--- src/rtl/sequence_detector_param.sv ---
// rtl/sequence_detector_param.sv - runtime-programmable digit-sequence detector with overlap control
module sequence_detector_param #(
    parameter int                               DIGIT_W     = 4,
    parameter int                               SEQ_LEN     = 4,
    parameter logic [SEQ_LEN*DIGIT_W-1:0]       DEFAULT_SEQ = 16'h1094,
    parameter int                               CNT_W       = 8,
    localparam int                              PROG_W      = $clog2(SEQ_LEN+1),
    localparam int                              SEQ_W       = SEQ_LEN*DIGIT_W
) (
    input  logic               clock,
    input  logic               reset,
    input  logic [DIGIT_W-1:0] number,
    input  logic               number_valid,
    input  logic               overlap,
    input  logic               cfg_load,
    input  logic [SEQ_W-1:0]   cfg_seq,
    output logic               pattern,
    output logic [PROG_W-1:0]  progress,
    output logic [CNT_W-1:0]   match_count
);

    logic [SEQ_W-1:0]   seq_q, seq_d;
    logic [DIGIT_W-1:0] hist_q [SEQ_LEN-1];
    logic [DIGIT_W-1:0] hist_d [SEQ_LEN-1];
    logic [PROG_W-1:0]  hist_cnt_q, hist_cnt_d;
    logic [PROG_W-1:0]  progress_q, progress_d;
    logic               pattern_q, pattern_d;
    logic [CNT_W-1:0]   match_count_q, match_count_d;

    logic [DIGIT_W-1:0] cand [SEQ_LEN];
    logic [PROG_W-1:0]  l_new;
    logic [PROG_W-1:0]  border_len;
    logic               full_match;

    function automatic logic [DIGIT_W-1:0] seq_digit(input logic [SEQ_W-1:0] s, input int j);
        return s[(SEQ_LEN-1-j)*DIGIT_W +: DIGIT_W];
    endfunction

    // Candidate string: history (oldest first) followed by the incoming digit.
    always_comb begin
        for (int k = 0; k < SEQ_LEN-1; k++) begin
            cand[k] = hist_q[k];
        end
        cand[SEQ_LEN-1] = number;
    end

    // Longest sequence prefix ending at the incoming digit; only digits since the last barrier count.
    always_comb begin
        logic ok;
        ok    = 1'b0;
        l_new = '0;
        for (int l = 1; l <= SEQ_LEN; l++) begin
            ok = ((l - 1) <= int'(hist_cnt_q));
            for (int j = 0; j < l; j++) begin
                if (cand[SEQ_LEN-l+j] != seq_digit(seq_q, j)) begin
                    ok = 1'b0;
                end
            end
            if (ok) begin
                l_new = PROG_W'(l);
            end
        end
    end

    assign full_match = (l_new == PROG_W'(SEQ_LEN));

    // Longest proper prefix that is also a suffix: where progress resumes after an overlapping match.
    always_comb begin
        logic ok;
        ok         = 1'b0;
        border_len = '0;
        for (int b = 1; b < SEQ_LEN; b++) begin
            ok = 1'b1;
            for (int j = 0; j < b; j++) begin
                if (seq_digit(seq_q, j) != seq_digit(seq_q, SEQ_LEN-b+j)) begin
                    ok = 1'b0;
                end
            end
            if (ok) begin
                border_len = PROG_W'(b);
            end
        end
    end

    always_comb begin
        seq_d         = seq_q;
        hist_d        = hist_q;
        hist_cnt_d    = hist_cnt_q;
        progress_d    = progress_q;
        pattern_d     = 1'b0;
        match_count_d = match_count_q;

        if (cfg_load) begin
            seq_d         = cfg_seq;
            hist_cnt_d    = '0;
            progress_d    = '0;
            match_count_d = '0;
        end else if (number_valid) begin
            for (int k = 0; k < SEQ_LEN-2; k++) begin
                hist_d[k] = hist_q[k+1];
            end
            hist_d[SEQ_LEN-2] = number;
            if (hist_cnt_q != PROG_W'(SEQ_LEN-1)) begin
                hist_cnt_d = hist_cnt_q + PROG_W'(1);
            end

            if (full_match) begin
                pattern_d = 1'b1;
                if (match_count_q != {CNT_W{1'b1}}) begin
                    match_count_d = match_count_q + CNT_W'(1);
                end
                if (overlap) begin
                    progress_d = border_len;
                end else begin
                    progress_d = '0;
                    hist_cnt_d = '0;
                end
            end else begin
                progress_d = l_new;
            end
        end
    end

    always_ff @(posedge clock or posedge reset) begin
        if (reset) begin
            seq_q         <= DEFAULT_SEQ;
            for (int k = 0; k < SEQ_LEN-1; k++) begin
                hist_q[k] <= '0;
            end
            hist_cnt_q    <= '0;
            progress_q    <= '0;
            pattern_q     <= 1'b0;
            match_count_q <= '0;
        end else begin
            seq_q         <= seq_d;
            hist_q        <= hist_d;
            hist_cnt_q    <= hist_cnt_d;
            progress_q    <= progress_d;
            pattern_q     <= pattern_d;
            match_count_q <= match_count_d;
        end
    end

    assign pattern     = pattern_q;
    assign progress    = progress_q;
    assign match_count = match_count_q;

endmodule

--- config.mk ---
export PLATFORM = sky130hd
export DESIGN_NAME = sequence_detector_param
export DESIGN_NICKNAME = d
export VERILOG_FILES = /design/src/rtl/sequence_detector_param.sv
export SDC_FILE = /design/constraint.sdc
export NUM_CORES = 1
export LEC_CHECK = 0
export CORE_MARGIN = 8
export CORE_UTILIZATION = 54
export CTS_CLUSTER_SIZE = 24
export DETAILED_ROUTE_END_ITERATION = 6
export GPL_TIMING_DRIVEN = 1
export PLACE_DENSITY = 0.8
export SYNTH_ARGS = -nofsm -noshare
export SYNTH_HDL_FRONTEND = slang
export SYNTH_SLANG_ARGS = --single-unit
--- constraint.sdc ---
create_clock -name clock -period 2.2 [get_ports clock]
set_input_delay 0.55 -clock clock [delete_from_list [all_inputs] [get_ports clock]]
set_output_delay 0.55 -clock clock [all_outputs]
set_load 0.02 [all_outputs]
**Word level (Yosys, flattened, before mapping)**

Cells that the tools add are included.

- Flip-flop bits (word level): 43
- Bits in latches: 0
- Bits in writable memories: 0
- Memory bits (read-only): 0
- Input bits: 25
- Word-level logic and storage cells: 75
- Memories kept: 0

- Add/sub/neg operators: 2
- Multipliers: 0
- Divide/modulo/power cells: 0
- Order comparisons: 3
- Equal/unequal tests: 19
- Shift operators: 0
- Mux-type cells: 37
- Bitwise logic cells: 1
- Reduce and logical (&&, ||, !) cells: 5

Operators with widths:

| operator | number |
|---|---|
| $ne A4 B4 Y1 | 16 |
| $mux W3 | 14 |
| $mux W8 | 4 |
| $mux W1 | 19 |
| $add A8 B1 Y8 const B | 1 |
| $ne A8 B8 Y1 const B | 1 |
| $le A2 B3 Y1 const A | 2 |
| $reduce_bool A2 Y1 | 3 |
| $add A3 B1 Y3 const B | 1 |
| $eq A3 B3 Y1 const B | 1 |
| $le A1 B3 Y1 const A | 1 |
| $ne A3 B2 Y1 const B | 1 |
| $reduce_and A3 Y1 | 1 |
| $reduce_and A2 Y1 | 1 |
| $not A1 Y1 | 1 |

**Longest topological paths before layout**

- Depth in word-level cells: 10
- Depth in mapped cells: 8

**Least setup slack after synthesis**

No wires, ideal clock.

- Kind: in2reg
- From: in number[3]
- To: reg match_count_q[3], in the netlist match_count[3]
- Library setup time: 0.078 ns
- Arrival time: 1.981 ns
- Path slack: 0.140 ns
- Cell stages on the path: 8
- Path through: clkbuf_1 > xnor2_1 > nand3_1 > nor4_4 > nand3_2 > buf_6 > or3_1 > a21oi_1

- Word-level cells in the longest chain between the ends: 8

Ends and longest elaborated chain:

| element | RTL line | RTL |
|---|---|---|
| start, declared | 12 | `input logic [DIGIT_W-1:0] number,` |
| $ne A4 B4 Y1 | 55 | `if (cand[SEQ_LEN-l+j] != seq_digit(seq_q, j)) begin` |
| $mux W1, on equally long branches | 59, 55 |  |
| $mux W3 (2 in a row) | 59 | `if (ok) begin` |
| $mux W3 (*) | 59 |  |
| $eq A3 B3 Y1 (*) | 65 | `assign full_match = (l_new == PROG_W'(SEQ_LEN));` |
| $reduce_bool A2 Y1 (no source line) (*) | n/a |  |
| $reduce_and A3 Y1 (no source line) (*) | n/a |  |
| end signal, assigned | 140 | `match_count_q <= match_count_d;` |
| end, declared | 28 | `logic [CNT_W-1:0] match_count_q, match_count_d;` |

Every way passes the cells marked *; elsewhere a longest branch is shown, timed or not.
A chain may end at the register's enable or synchronous reset.

**Worst setup path after layout**

- From: in number[0]
- To: reg match_count_q[5], in the netlist match_count[5]

The elaborated chain is that of the path after synthesis.

==> results.txt <==
Status - finished clean
Max VDD drop - 638 µV
Final Hold Fails - 0
WHS Endpoint - progress[0]
DRT iter0 DRCs - 127
Reg2Reg Launch Point - seq_q[2]
Max Freq - 491 MHz
Crit-path cells - clkdlybuf4s50_1 -> xnor2_1 -> nand4_1 -> nor2_2 -> nand3_2 -> or4_1 -> a21oi_2
CP arrival - 2.28 ns
Crit path kind - input port to register
Post-synth top flop - dfrtp_1
Worst r2r path cells - 6
RSZ-0062 raised after global routing - false
Synth Instances - 220
CP max FO - 4
Placed cells - 308
Vias in the first global route - 1915
Most common cell after layout, fill and taps aside - xnor2_1
Max-slew violations - 0
Sequential share of the synthesized area - 44.5%
Avg Vias per Cell - 5.44
Worst-case clock buffer depth - 2
Yosys reg bits - 43
MaxCap Viol Count - 0
CP bufs+invs - 1
Buffers added on ports - 36
Gr usage total - 15.4%
Via count - 1718
Met3 wire len - 208 µm
Post-route insts no fill - 316
Total wire length - 5040 µm
First-pass GRT wire length - 8820 µm
Drt first pass iters - 4
Worst slack, placed - -0.239 ns
Most area-hungry cell type in the Yosys netlist - dfrtp_1
Hold path start - progress[0]
Reg2reg end - match_count[5]
Ys Warns - 0
Post-Syn Area - 0.00243 mm²
Worst setup slack after layout - 0.165 ns
Slew @ Worst Pin - 0.536 ns
Multi-input gate area - 0.00125 mm²
Total gr overflow - 0
Wl on met1 - 2180 µm
Ant. Diodes - 0
H-tree depth - 2
Final GP Congestion - 0.811
Mapped Nets - 248
Minimum clock period - 2.04 ns
Critical Path End Type - register
CP Data Required Time - 2.44 ns
Worst clock skew - 0.0108 ns
Top cell type's share of synthesized area - 40.2%
Clock Latency Late Sink - 0.31 ns
DR top layer - met4
Fill cell count - 320
Num rows - 24
Most frequent cells in the layout - 40 x xnor2_1, 39 x dfrtp_1, 34 x clkdlybuf4s50_1, 28 x mux2_2, 17 x buf_4
Die Area - 0.00690 mm²
Slowest stage delay, CP - 0.51 ns
Post-synth cell types - 35
Area of the core - 0.00435 mm²
Starting density of the core - 55.8%
Remaining antenna violation count after routing - 0
Kind of start point of the critical path - input port
Syn Area/Cell - 11.0 µm²
Worst hold stages - 2
Synth-to-Final Area Change - 25.1%
Top area cells in the synthesized netlist - dfrtp_1 40%, xnor2_1 14%, mux2_2 13%
Final-report setup violation count - 0
Initial antenna violation count - 0
Synth async-reset ratio - 100%
Fin nets - 291
Clock Tree Root - clkbuf_8
P_leak - 0.00122 µW
Routed wl met2 - 2520 µm
R2R Setup Slk - 0.20 ns
Post-detailed-route wirelength per cell - 15.9 µm
Die Ht - 83.1 µm
Register area - 0.00108 mm²
TritonCTS Buffers - 5
Number of top-level pins - 37
Largest net degree at the start of global routing - 44
Hold_buf cts - 0
CTS tree - built
Number of synthesized flops with an enable pin - 0
PwrDens - 691 mW/mm²
Layout cells sized above 1 - 25.0%
Hold Crit Class - register to register
Detailed-route DRC error count - 0
CTS clk-pin slew, worst paths - 0.09 ns
Post-CTS setup buffers - 0
CP top delay family - simple AND/OR/NAND/NOR gates
Detailed placer's ending HPWL - 3860 µm
Die width - 83.1 µm
TritonCTS Sinks - 43
Max_slew headroom - 64.3%
Period Utilization, post-route - 92.5%
Slowest-stage cell, CP - or4_1
-- worst max-delay path by stage --
stage,to,slack [ns],depth (start not counted),startpoint
after global routing,match_count[5],0.05,7,number[0]
final,match_count[5],0.16,7,number[0]
after CTS,match_count[5],0.08,7,number[2]
after floorplan,match_count[3],0.14,8,number[3]
after detailed placement,match_count[5],-0.24,7,number[2]
after global placement,match_count[3],-0.18,8,number[2]
-- through the flow --
| step | TNS, ns | utilization [%] | total power (µW) | cell area [µm²] | hold slack [ns] |
|---|---|---|---|---|---|
| 5_1_grt | 0 | 69.8 | 2200 | 3040 | 0.528 |
| 3_3_place_gp | -1.56 | 66.6 | 1460 | 2900 | 0.464 |
| 3_5_place_dp | -2.14 | 66.6 | 1470 | 2900 | 0.471 |
| 2_1_floorplan | 0 | - | 1340 | 2430 | 0.501 |
| 4_1_cts | 0 | 69.3 | 2120 | 3020 | 0.491 |
| 6_report | 0 | 69.8 | 2100 | 3040 | 0.489 |
-- cell usage after synthesis, types with 3 or more instances --
| cell type | n |
|---|---|
| a21oi_1 | 7 |
| buf_6 | 3 |
| clkbuf_1 | 12 |
| dfrtp_1 | 39 |
| dfstp_2 | 4 |
| ha_1 | 3 |
| inv_1 | 5 |
| mux2_2 | 28 |
| nand2_1 | 7 |
| nand3_1 | 5 |
| nand4_1 | 12 |
| nor2_1 | 6 |
| nor3_1 | 3 |
| o21ai_0 | 10 |
| or3_1 | 3 |
| xnor2_1 | 40 |
| xor2_1 | 8 |
-- sequential cells by signal, indices dropped and copies added, names as in the netlist --
signal       cells
seq_q           16
cand            12
match_count      8
hist_cnt_q       3
progress         3
pattern          1
-- worst register-to-register path, stage by stage (launching register included) --
cell and delay, ns:
dfstp_2 0.57, xnor2_1 0.13, nand3_1 0.14, nor4_4 0.28, nand3_2 0.15, or4_1 0.51, a21oi_2 0.16
-- metal layers --
metal	vias up	track usage, %
li1	848	-
met1	821	17.4
met2	37	26.4
met3	12	4.00
met4	0	7.19
met5	-	0
-- cell type report --
cell class | instances | share of cell area [%]
clock buffer | 6 | 2.72
inverter | 5 | 0.618
multi-input combinational | 154 | 41.2
tap | 52 | 2.14
clock inverter | 2 | 1.15
sequential | 43 | 35.6
timing repair buffer | 54 | 16.6
-- timing repair --
item	in CTS	in global routing
hold endpoints to repair	0	0
setup endpoints to repair	0	4
resized for setup	0	6
-- where the power goes --
group / total [µW] / internal (µW) / switching [µW]
sequential: 1000 / 883 / 119
combinational: 457 / 278 / 179
clock: 641 / 367 / 274
-- cell families (layout without fill, tap and decap cells) --
family / Yosys count / in the layout / share of synthesized area [%]
simple gates: 47 / 47 / 11.2
compound gates: 25 / 25 / 6.13
xor+xnor: 50 / 50 / 18.7
buf+inv: 23 / 67 / 4.53
fa+ha+maj: 3 / 3 / 1.55
mux: 29 / 29 / 13.4
flops: 43 / 43 / 44.5
Note: power is estimated with default switching activity, not from simulation.
